<file path="src/rtl/sync_fifo_prog.sv">
// Synchronous FIFO with arbitrary depth, programmable threshold flags and flush.
// Define FIFO_FWFT_EN for a first-word-fall-through read port.
module sync_fifo_prog #(
   parameter int DATA_WIDTH = 16,
   parameter int FIFO_DEPTH = 8,
   parameter int CNT_W      = $clog2(FIFO_DEPTH + 1)
) (
   input  logic                  clk,
   input  logic                  rst,
   input  logic                  flush,
   input  logic                  wr_en,
   input  logic [DATA_WIDTH-1:0] data_in,
   input  logic                  rd_en,
   input  logic [CNT_W-1:0]      prog_full_thresh,
   input  logic [CNT_W-1:0]      prog_empty_thresh,
   output logic [DATA_WIDTH-1:0] data_out,
   output logic                  rd_valid,
   output logic                  wr_ack,
   output logic                  overflow,
   output logic                  underflow,
   output logic                  full,
   output logic                  empty,
   output logic                  almostfull,
   output logic                  almostempty,
   output logic                  prog_full,
   output logic                  prog_empty,
   output logic [CNT_W-1:0]      count
);

   localparam int PTR_W = $clog2(FIFO_DEPTH);
   localparam logic [PTR_W-1:0] PTR_LAST = PTR_W'(FIFO_DEPTH - 1);
   localparam logic [PTR_W-1:0] PTR_ONE  = PTR_W'(1);
   localparam logic [CNT_W-1:0] CNT_FULL = CNT_W'(FIFO_DEPTH);
   localparam logic [CNT_W-1:0] CNT_AF   = CNT_W'(FIFO_DEPTH - 1);
   localparam logic [CNT_W-1:0] CNT_ONE  = CNT_W'(1);

   logic [DATA_WIDTH-1:0] mem [FIFO_DEPTH];
   logic [PTR_W-1:0]      wr_ptr;
   logic [PTR_W-1:0]      rd_ptr;
   logic                  wr_acc;
   logic                  rd_acc;

   assign full        = (count == CNT_FULL);
   assign empty       = (count == '0);
   assign almostfull  = (count == CNT_AF);
   assign almostempty = (count == CNT_ONE);
   assign prog_full   = (count >= prog_full_thresh);
   assign prog_empty  = (count <= prog_empty_thresh);

   assign wr_acc = wr_en & ~full;
   assign rd_acc = rd_en & ~empty;

   always_ff @(posedge clk) begin
      if (rst) begin
         wr_ptr    <= '0;
         rd_ptr    <= '0;
         count     <= '0;
         wr_ack    <= 1'b0;
         overflow  <= 1'b0;
         underflow <= 1'b0;
      end else if (flush) begin
         wr_ptr    <= '0;
         rd_ptr    <= '0;
         count     <= '0;
         wr_ack    <= 1'b0;
         overflow  <= 1'b0;
         underflow <= 1'b0;
      end else begin
         // Depth need not be a power of two, so wrap explicitly.
         if (wr_acc)
            wr_ptr <= (wr_ptr == PTR_LAST) ? '0 : wr_ptr + PTR_ONE;
         if (rd_acc)
            rd_ptr <= (rd_ptr == PTR_LAST) ? '0 : rd_ptr + PTR_ONE;
         case ({wr_acc, rd_acc})
            2'b10:   count <= count + CNT_ONE;
            2'b01:   count <= count - CNT_ONE;
            default: count <= count;
         endcase
         wr_ack    <= wr_acc;
         overflow  <= wr_en & full;
         underflow <= rd_en & empty;
      end
   end

   always_ff @(posedge clk) begin
      if (!rst && !flush && wr_acc)
         mem[wr_ptr] <= data_in;
   end

`ifdef FIFO_FWFT_EN
   assign data_out = mem[rd_ptr];
   assign rd_valid = ~empty;
`else
   always_ff @(posedge clk) begin
      if (rst) begin
         data_out <= '0;
         rd_valid <= 1'b0;
      end else if (flush) begin
         rd_valid <= 1'b0;
      end else begin
         rd_valid <= rd_acc;
         if (rd_acc)
            data_out <= mem[rd_ptr];
      end
   end
`endif

endmodule

</file>
<file path="config.mk">
export PLATFORM = sky130hd
export DESIGN_NAME = sync_fifo_prog
export DESIGN_NICKNAME = d
export VERILOG_FILES = /design/src/rtl/sync_fifo_prog.sv
export SDC_FILE = /design/constraint.sdc
export NUM_CORES = 1
export LEC_CHECK = 0
export ABC_AREA = 0
export BUFFER_PORTS_ARGS = -buffer_cell sky130_fd_sc_hd__buf_2
export CORE_MARGIN = 5
export CORE_UTILIZATION = 50
export CTS_CLUSTER_DIAMETER = 60
export DETAILED_ROUTE_END_ITERATION = 6
export GPL_ROUTABILITY_DRIVEN = 1
export PLACE_DENSITY = 0.69
export RECOVER_POWER = 50
export SYNTH_ARGS = -nofsm -noshare
export SYNTH_HDL_FRONTEND = slang
export SYNTH_SLANG_ARGS = --single-unit
</file>
<file path="constraint.sdc">
create_clock -name clk -period 4.3 [get_ports clk]
set_input_delay 0.215 -clock clk [delete_from_list [all_inputs] [get_ports clk]]
set_output_delay 0.215 -clock clk [all_outputs]
set_load 0.05 [all_outputs]
</file>
Word-level counts from Yosys, hierarchy flattened
Memory sizes are Yosys's and may differ from the RTL's. A register that Yosys moved wholly into a read port is not among the register bits.
Index checks and enable logic that the tools add are counted.
Operators by class
  $add $sub $neg: 4
  multipliers: 0
  divide/modulo/power cells: 0
  magnitude comparators: 2
  eq/ne operators: 7
  shift operators: 0
  muxes and demuxes: 5
  bitwise gates (word level): 7
  reduce and logical (&&, ||, !) cells: 8
Operators by type and width (number)
  $pmux 4 s2: 1
  $add 3x1->3 const B: 2
  $eq 3x3->1 const B: 2
  $mux 3: 2
  $add 4x1->4 const B: 1
  $and 1x1->1: 4
  $eq 4x1->1 const B: 1
  $eq 4x3->1 const B: 1
  $eq 4x4->1 const B: 1
  $ge 4x4->1: 1
  $le 4x4->1: 1
  $logic_not 4->1: 1
  $sub 4x1->4 const B: 1
  $not 1->1: 3
  $eq 2x1->1 const B: 1
  $eq 2x2->1 const B: 1
  $logic_and 1x1->1: 2
  $logic_not 1->1: 2
  $mux 1: 2
  $reduce_and 2->1: 1
  $reduce_bool 2->1: 1
  $reduce_or 2->1: 1
Storage, ports and cells
  flip-flop bits (word level): 14
  latch bits: 0
  RAM bits: 128
  ROM bits: 0
  output and inout port bits: 30
  word-level logic and storage cells: 41
  memories kept: 1
Memory list
  mem: words 8, width 16, read ports 1, clocked after Yosys merged registers in 1, write ports 1, line 37  | logic [DATA_WIDTH-1:0] mem [FIFO_DEPTH];

Longest topological paths before layout
Gate-level depths: netlist of run 1.
  depth in word-level cells: 6
  depth in mapped cells: 10

Least setup slack after synthesis of run 1
Ideal clock, no wire load.
  kind: register -> register
  from: register count[0]
  to: memory mem[0][0] (enable)
  data arrival time: 3004 ps
  slack: 887 ps
  cell stages (with the launch flop): 7
  cells stage by stage: dfxtp_1 -> inv_1 -> ha_1 -> nand3b_1 -> nand2_1 -> or3_1 -> nor3_1
On the way
  word-level cells in the longest chain between the ends: 6
RTL lines
  from (decl): line 27  | output logic [CNT_W-1:0] count
  from (signal assigned): line 75  | 2'b10: count <= count + CNT_ONE;
  from (signal assigned): line 76  | 2'b01: count <= count - CNT_ONE;
  from (signal assigned): line 77  | default: count <= count;
  $eq 4x4->1: line 43  | assign full = (count == CNT_FULL);
  $not 1->1: line 50  | assign wr_acc = wr_en & ~full;
  $and 1x1->1: line 50
  $logic_and 1x1->1: line 86  | if (!rst && !flush && wr_acc)
  $mux 1: line 86
  $mux 1 (not written as such): line 87  | mem[wr_ptr] <= data_in;
  to (decl): line 37
No other way between the ends.

Worst setup path after layout of run 1
  from: register count[0]
  to: register count[3]
On the way
  word-level cells in the longest chain between the ends: 5
RTL lines
  $logic_not 4->1 (*): line 44  | assign empty = (count == '0);
  $not 1->1 (*): line 51  | assign rd_acc = rd_en & ~empty;
  $and 1x1->1 (*): line 51
  net rd_acc: line 41  | logic rd_acc;
  $eq 2x1->1 / $eq 2x2->1 (equally long branches): line 74  | case ({wr_acc, rd_acc})
  $pmux 4 s2 / $reduce_bool 2->1 (equally long branches)
Mark *: on every way through the listed nets, which the timed path passes. The rest lies on a longest branch.
A chain may end at the register's enable or synchronous reset.

==> reports/qor.yml, run 1 <==
clocking:
  cts_made_buffers: 17
  cts_root_buffer: "clkbuf_16"
  clk_latency_ns: 0.41
  clk_pin_slew_ns: 0.06
  h-tree-depth: 4
  cts_resized: 0
  cts_buffer_depth: 2
  postCtsSetupBuffers: 0
  cts_tree: "done"
  cts.sinks: 158
  cts-hold-fix-buffers: 0
routing:
  wl_met1_mm: 5.08
  wl_per_cell_um: 20.0
  ant_nets: 0
  post-route-drc-count: 0
  top_layer: "met4"
  vias: 3192
  drt_iter0_markers: 234
  route.met3.wl_um: 535
  drtPass1Iterations: 4
  wirelength_mm: 11.7
  wl_met2_mm: 5.83
  vias_per_cell: 5.48
yosys:
  mappedNetlistNets: 375
  synth.area.mux_share_pct: 14.8
  synth_warnings: 0
  synth_top_family_by_area: "multiplexers"
  synth_compound_area_share_pct: 3.93
  synth_top_area_share_pct: 61.8
  synth_area_leaders: "edfxtp_1 (62%), mux4_2 (11%), dfxtp_1 (9.7%)"
  netlist_top_cells_count: "edfxtp_1 (128), dfxtp_1 (30), mux4_2 (29)"
  synth_cells: 330
  synth_flop_cell: "edfxtp_1"
  async_flop_share_pct: 0
  yosysMostFrequentCell: "edfxtp_1"
  mappedNetlistArea_um2: 6210
  syn_area_per_cell_um2: 18.8
  synth_edf_count: 128
  yosysUniqueCellTypes: 41
  yosys.area_share.simple_pct: 4.07
  synthAdderAreaFrac_pct: 3.22
  synth_xor_area_share_pct: 0.423
  ys_ff_latch: 158
  yosysSeqAreaShare_pct: 71.5
  yosysTopAreaCell: "edfxtp_1"
cells_and_area:
  area_growth_pct: 17.6
  drive_above_1_share_pct: 25.3
  antennaDiodeCount: 0
  finalNetCount: 447
worst_setup_path:
  critical_path_class: "register to register"
  max_stage_delay_ns: 0.46
  path_cells: "inv_1 > ha_1 > nor3b_1 > nand2b_2 > inv_2 > ha_1 > or4b_1 > a21oi_1 > xnor2_1 > nor2_1"
  critPathSlowestCell: "dfxtp_1"
  arrival_ns: 2.88
  setup.worst_path.end_class: "register"
  worst-endpoint-required_ns: 4.59
  cp-start-kind: "register"
  r2r_slack_ns: 1.71
  cp_common_cell: "ha_1"
  crit_fanout: 7
floorplanning:
  die_x_um: 121
  fp.dieArea_um2: 14800
  rows: 40
  coreArea_um2: 12100
  chipHeight_um: 121
  ios: 59
  start_util_pct: 51.3
sta:
  setup_tns_ns: 0
  finalCritPeriodShare_pct: 60.2
  tightest_slew_ns: 1.07
  fin_crit_ns: 2.59
  timing.final.ws_setup_ns: 1.71
  fmax_ghz: 0.386
  hold_violations: 0
  rsz0062_at_grt: "false"
  max_slew_margin_pct: 28.5
  drv_slew: 0
  final.setup_skew_ns: 0.00539
  finalSetupViolCount: 0
grt:
  grt_overflow: 0
  grt_pass1_wl_mm: 18.3
  grt_pass1_vias: 3345
  antenna_found_initial: 0
  grt_usage_pct: 17.1
  grt_max_degree: 35
placed_design:
  dp_hpwl_mm: 7.20
  post-place-ws_ns: 1.72
  gp_congestion: 0.787
  portBuffers: 58
flow_run:
  maxCapViolCount: 0
outcome:
  outcome: "finished clean"
power:
  p_leak_nw: 2.49
  power-per-cell-area_nw_per_um2: 477
  vdd_drop_max_mv: 0.383
min_path:
  hold_path_class: "input port to register"
registers in the layout, indices dropped and copies added (netlist names), 3 cells and up:
signal / flops
mem: 128
wr_ptr: 3
count: 4
data_out: 16
rd_ptr: 3
power by group:
group,switching [W],internal [W],total (W)
sequential,0.0000145,0.00167,0.00168
clock,0.000558,0.00108,0.00164
combinational,0.000107,0.0000567,0.000164
worst paths after layout:
kind / from / endpoint / depth (start not counted)
min reg2reg: data_out[7] / data_out[7] / 1
max: count[0] / count[3] / 10
max reg2reg: count[0] / count[3] / 10
min: rd_en / underflow / 2
logic make-up after synthesis:
| group | after synthesis |
|---|---|
| buf+inv | 24 |
| simple gates | 47 |
| mux | 49 |
| flops | 158 |
| compound gates | 33 |
| xor+xnor | 3 |
| fa+ha+maj | 16 |
stage by stage:
stage               hold WS [ns]  utilization, %  cell area, µm²  cells  power (W)
global route              0.0749            60.3            7310    583    0.00360
floorplan                  0.314               -            6210    330    0.00182
CTS                       0.0520            60.8            7360    583    0.00352
detailed placement         0.459            55.4            6710    551    0.00188
global placement           0.456            55.4            6710    551    0.00188
finish                    0.0675            60.3            7310    583    0.00348
per-layer routing:
metal	global-route usage [%]	vias to the layer above
met4	6.79	0
met2	27.3	79
met1	22.1	1625
met5	0	-
met3	5.08	17
li1	-	1471
cell type report:
cell class	instances	area (µm²)
clock inverter	13	219
tap	168	210
timing repair buffer	66	299
clock buffer	19	433
multi-input combinational	148	1660
fill	938	4810
inverter	11	41.3
sequential	158	4450
cell usage in the layout (no fill, tap or decap), types with 3 or more instances in the layout:
cell type | Yosys | layout
or3_1 | 4 | 4
clkinv_1 | 0 | 3
buf_2 | 1 | 17
clkbuf_16 | 0 | 17
nand2b_1 | 3 | 3
mux4_2 | 29 | 29
inv_1 | 9 | 10
a22o_1 | 16 | 16
ha_1 | 16 | 16
mux4_1 | 3 | 3
clkbuf_1 | 6 | 43
a21oi_1 | 8 | 8
edfxtp_1 | 128 | 128
nand2_1 | 10 | 10
mux2_2 | 16 | 16
nor2_1 | 12 | 12
bufinv_16 | 0 | 6
buf_4 | 1 | 8
dfxtp_1 | 30 | 28
a21o_1 | 3 | 3
worst max-delay path, delay by kind of cell, from the launching register on:
kind / cells / cell delay [ns]
buffers and inverters: 2 / 0.24
xor gates and xnor gates: 1 / 0.14
adders and majority gates: 2 / 0.49
DFF: 1 / 0.46
AOI/OAI and AO/OA: 1 / 0.20
and+or+nand+nor: 4 / 0.92
(Power assumes the default switching activity.)
==> run 2, diff against run 1 <==
==> constraint.sdc (replaced) <==
create_clock -name clk -period 2.4 [get_ports clk]
set_input_delay 0.12 -clock clk [delete_from_list [all_inputs] [get_ports clk]]
set_output_delay 0.12 -clock clk [all_outputs]
set_load 0.05 [all_outputs]
==> run 2 against run 1 <==
  * First-iteration DRC count increased by 34%
  * Critical path depth unchanged
  * Clock skew increased by 0.0040 ns
  * Total power increased by 72%
  * Critical endpoint unchanged
  * Fmax increased by 16%
  * Sequential share of layout area decreased by 2.3 points
  * Combinational power increased by 110%
  * Sequential cell count unchanged
  * Die area unchanged
==> reports/qor.yml, run 2 (synthesis results as in run 1) <==
clocking:
  cts_buffer_depth: 2  # unchanged
  cts_tree: "done"  # unchanged
  clk_latency_ns: 0.42  # was 0.41 ns
  clk_pin_slew_ns: 0.06  # about the same
  cts_root_buffer: "clkbuf_16"  # unchanged
  cts.sinks: 158  # unchanged
  cts_made_buffers: 17  # unchanged
  h-tree-depth: 4  # unchanged
placed_design:
  portBuffers: 58  # unchanged
  gp_congestion: 0.771  # was 0.787
  dp_hpwl_mm: 7.14  # was 7.20 mm
  dpl.cell_count: 560  # was 551
cells_and_area:
  fin_util_pct: 62.8  # was 60.3%
  instances_no_fill: 610  # was 583
  antennaDiodeCount: 0  # unchanged
  layout_commonest_cell: "edfxtp_1"  # unchanged
  finalNetCount: 474  # was 447
  area_growth_pct: 22.5  # was 17.6%
  drive_above_1_share_pct: 28.3  # was 25.3%
  final_cell_mix: "edfxtp_1 (128), clkbuf_1 (44), mux4_2 (29), dfxtp_1 (25)"  # was edfxtp_1 (128), clkbuf_1 (43), mux4_2 (29), dfxtp_1 (28)
  top_register: "mem"  # unchanged
  largestRegisters: "mem: 128 flops, data_out: 16 flops, count: 4 flops"  # unchanged
  largest_reg_flops: 128  # unchanged
worst_setup_path:
  critical_path_class: "register to register"  # unchanged
  path_cells: "inv_1 > ha_1 > nor3b_1 > nand2b_4 > inv_2 > ha_4 > or4b_1 > a21oi_1 > xnor2_1 > nor2_1"  # was inv_1 > ha_1 > nor3b_1 > nand2b_2 > inv_2 > ha_1 > or4b_1 > a21oi_1 > xnor2_1 > nor2_1
  arrival_ns: 2.52  # was 2.88 ns
  path_buf_inv: 2  # unchanged
  cp-start-kind: "register"  # unchanged
  reg2reg_from: "count[0]"  # unchanged
  setup.worst_path.end_class: "register"  # unchanged
  max_stage_delay_ns: 0.44  # was 0.46 ns
  r2r-end: "count[3]"  # unchanged
  worstRegToRegCells: 10  # unchanged
  worst-endpoint-required_ns: 2.69  # was 4.59 ns
  crit_fanout: 7  # unchanged
  critPathSlowestCell: "or4b_1"  # was dfxtp_1
  path_delay_family: "simple AND/OR/NAND/NOR gates"  # unchanged
  r2r_slack_ns: 0.17  # was 1.71 ns
routing:
  wirelength_mm: 11.6  # was 11.7 mm
  ant_nets: 0  # unchanged
  vias_per_cell: 5.39  # was 5.48
  drt_iter0_markers: 314  # was 234
  vias: 3286  # was 3,192
  drtPass1Iterations: 4  # unchanged
  wl_per_cell_um: 19.0  # was 20.0 µm
  post-route-drc-count: 0  # unchanged
floorplanning:
  start_util_pct: 51.3  # unchanged
  die_x_um: 121  # unchanged
  coreArea_um2: 12100  # unchanged
  chipHeight_um: 121  # unchanged
  rows: 40  # unchanged
  fp.dieArea_um2: 14800  # unchanged
  ios: 59  # unchanged
min_path:
  hold_depth: 3  # was 2
  hold_path_class: "input port to register"  # unchanged
  min_from: "flush"  # was rd_en
  hold_end: "overflow"  # was underflow
sta:
  finalSetupViolCount: 0  # unchanged
  max_slew_margin_pct: 32.0  # was 28.5%
  drv_slew: 0  # unchanged
  setup_tns_ns: 0  # unchanged
  fin_crit_ns: 2.23  # was 2.59 ns
  rsz0062_at_grt: "false"  # unchanged
  final.setup_skew_ns: 0.00937  # was 0.00539 ns
  fmax_ghz: 0.449  # was 0.386 GHz
  finalCritPeriodShare_pct: 92.8  # was 60.2%
  hold_violations: 0  # unchanged
  tightest_slew_ns: 1.02  # was 1.07 ns
power:
  power_switching_share_pct: 20.5  # was 19.5%
  p_sw_w: 0.00123  # was 0.000679 W
  p_comb_share_pct: 5.6  # was 4.7%
  power-per-cell-area_nw_per_um2: 790  # was 477 nW/µm²
  p_leak_nw: 2.60  # was 2.49 nW
  vdd_drop_max_mv: 0.563  # was 0.383 mV
  seqPwrFrac_pct: 50.0  # was 48.2%
  power_w: 0.00601  # was 0.00348 W
  p_int_w: 0.00478  # was 0.00280 W
  p_clk_share_pct: 44.4  # was 47.1%
grt:
  grt_pass1_wl_mm: 18.7  # was 18.3 mm
  grt_pass1_vias: 3580  # was 3,345
  grt_usage_pct: 17.3  # was 17.1%
  antenna_found_initial: 0  # unchanged
  grt_max_degree: 33  # was 35
  grt_overflow: 0  # unchanged
outcome:
  outcome: "finished clean"  # unchanged
flow_run:
  maxCapViolCount: 0  # unchanged
## run 2: cell types whose count changed in the layout (fill, tap and decap cells not counted), moves of 2 or more
cell           change
dfxtp_1            -3
nor2_2             +3
clkinvlp_4         +3
bufinv_16          -3
dfxtp_4            +2
buf_12             +6
clkinv_1           -3
nor2_1             -3
buf_4              +3
dlygate4sd3_1     +18
## run 2: power by group through the flow
stage                     registers (W)  clock network [W]  logic [W]
after floorplan                 0.00311                  0   0.000176
after global placement          0.00306                  0   0.000323
after detailed placement        0.00306                  0   0.000329
after CTS                       0.00300            0.00272   0.000354
after global routing            0.00300            0.00286   0.000371
final                           0.00300            0.00267   0.000339
## run 2: timing repair
item | 4_1_cts | 5_1_grt
hold buffers | 18 | 0
setup buffers | 0 | 0
resized for setup | 0 | 0
endpoints found under the hold margin | 131 | 0
## run 2: worst reg2reg max path, cell delays in order, from the launching register on
cell and delay [ns]:
dfxtp_4 0.38, inv_1 0.08, ha_1 0.23, nor3b_1 0.16
nand2b_4 0.17, inv_2 0.11, ha_4 0.17, or4b_1 0.44
a21oi_1 0.19, xnor2_1 0.13, nor2_1 0.05
## run 2: worst max-delay path by stage
| stage | start | to | depth (start not counted) |
|---|---|---|---|
| 5_1_grt | count[0] | count[3] | 10 |
| 4_1_cts | count[0] | count[3] | 10 |
| 6_report | count[0] | count[3] | 10 |
| 3_3_place_gp | count[0] | count[3] | 10 |
| 3_5_place_dp | count[0] | count[3] | 10 |
| 2_1_floorplan | count[0] | mem[0][0] | 6 |
## run 2: cell type report
cell class | count | area (µm²)
fillers | 913 | 4500
flip-flops and latches | 158 | 4460
multi-input cells | 148 | 1690
repair buffers | 93 | 623
clock buffers | 22 | 454
well taps | 168 | 210
clock inverters | 10 | 140
inverters | 11 | 41.3
## run 2: metal layers
| layer | up-vias | wire (µm) | global-route usage [%] | part of all wire, % |
|---|---|---|---|---|
| li1 | 1519 | - | - | - |
| met1 | 1676 | 5140 | 22.8 | 44 |
| met2 | 83 | 5790 | 27.6 | 50 |
| met3 | 8 | 571 | 5.36 | 4.9 |
| met4 | 0 | 81 | 5.67 | 0.70 |
| met5 | - | 0 | 0 | 0 |
## run 2: stage by stage
step	setup slack, ns	cell area (µm²)	hold WS [ns]
detailed placement	0.184	6900	0.401
floorplan	-0.0435	6280	0.219
finish	0.172	7610	0.103
global route	0.0358	7610	0.104
CTS	0.173	7670	0.0835
global placement	0.231	6900	0.392
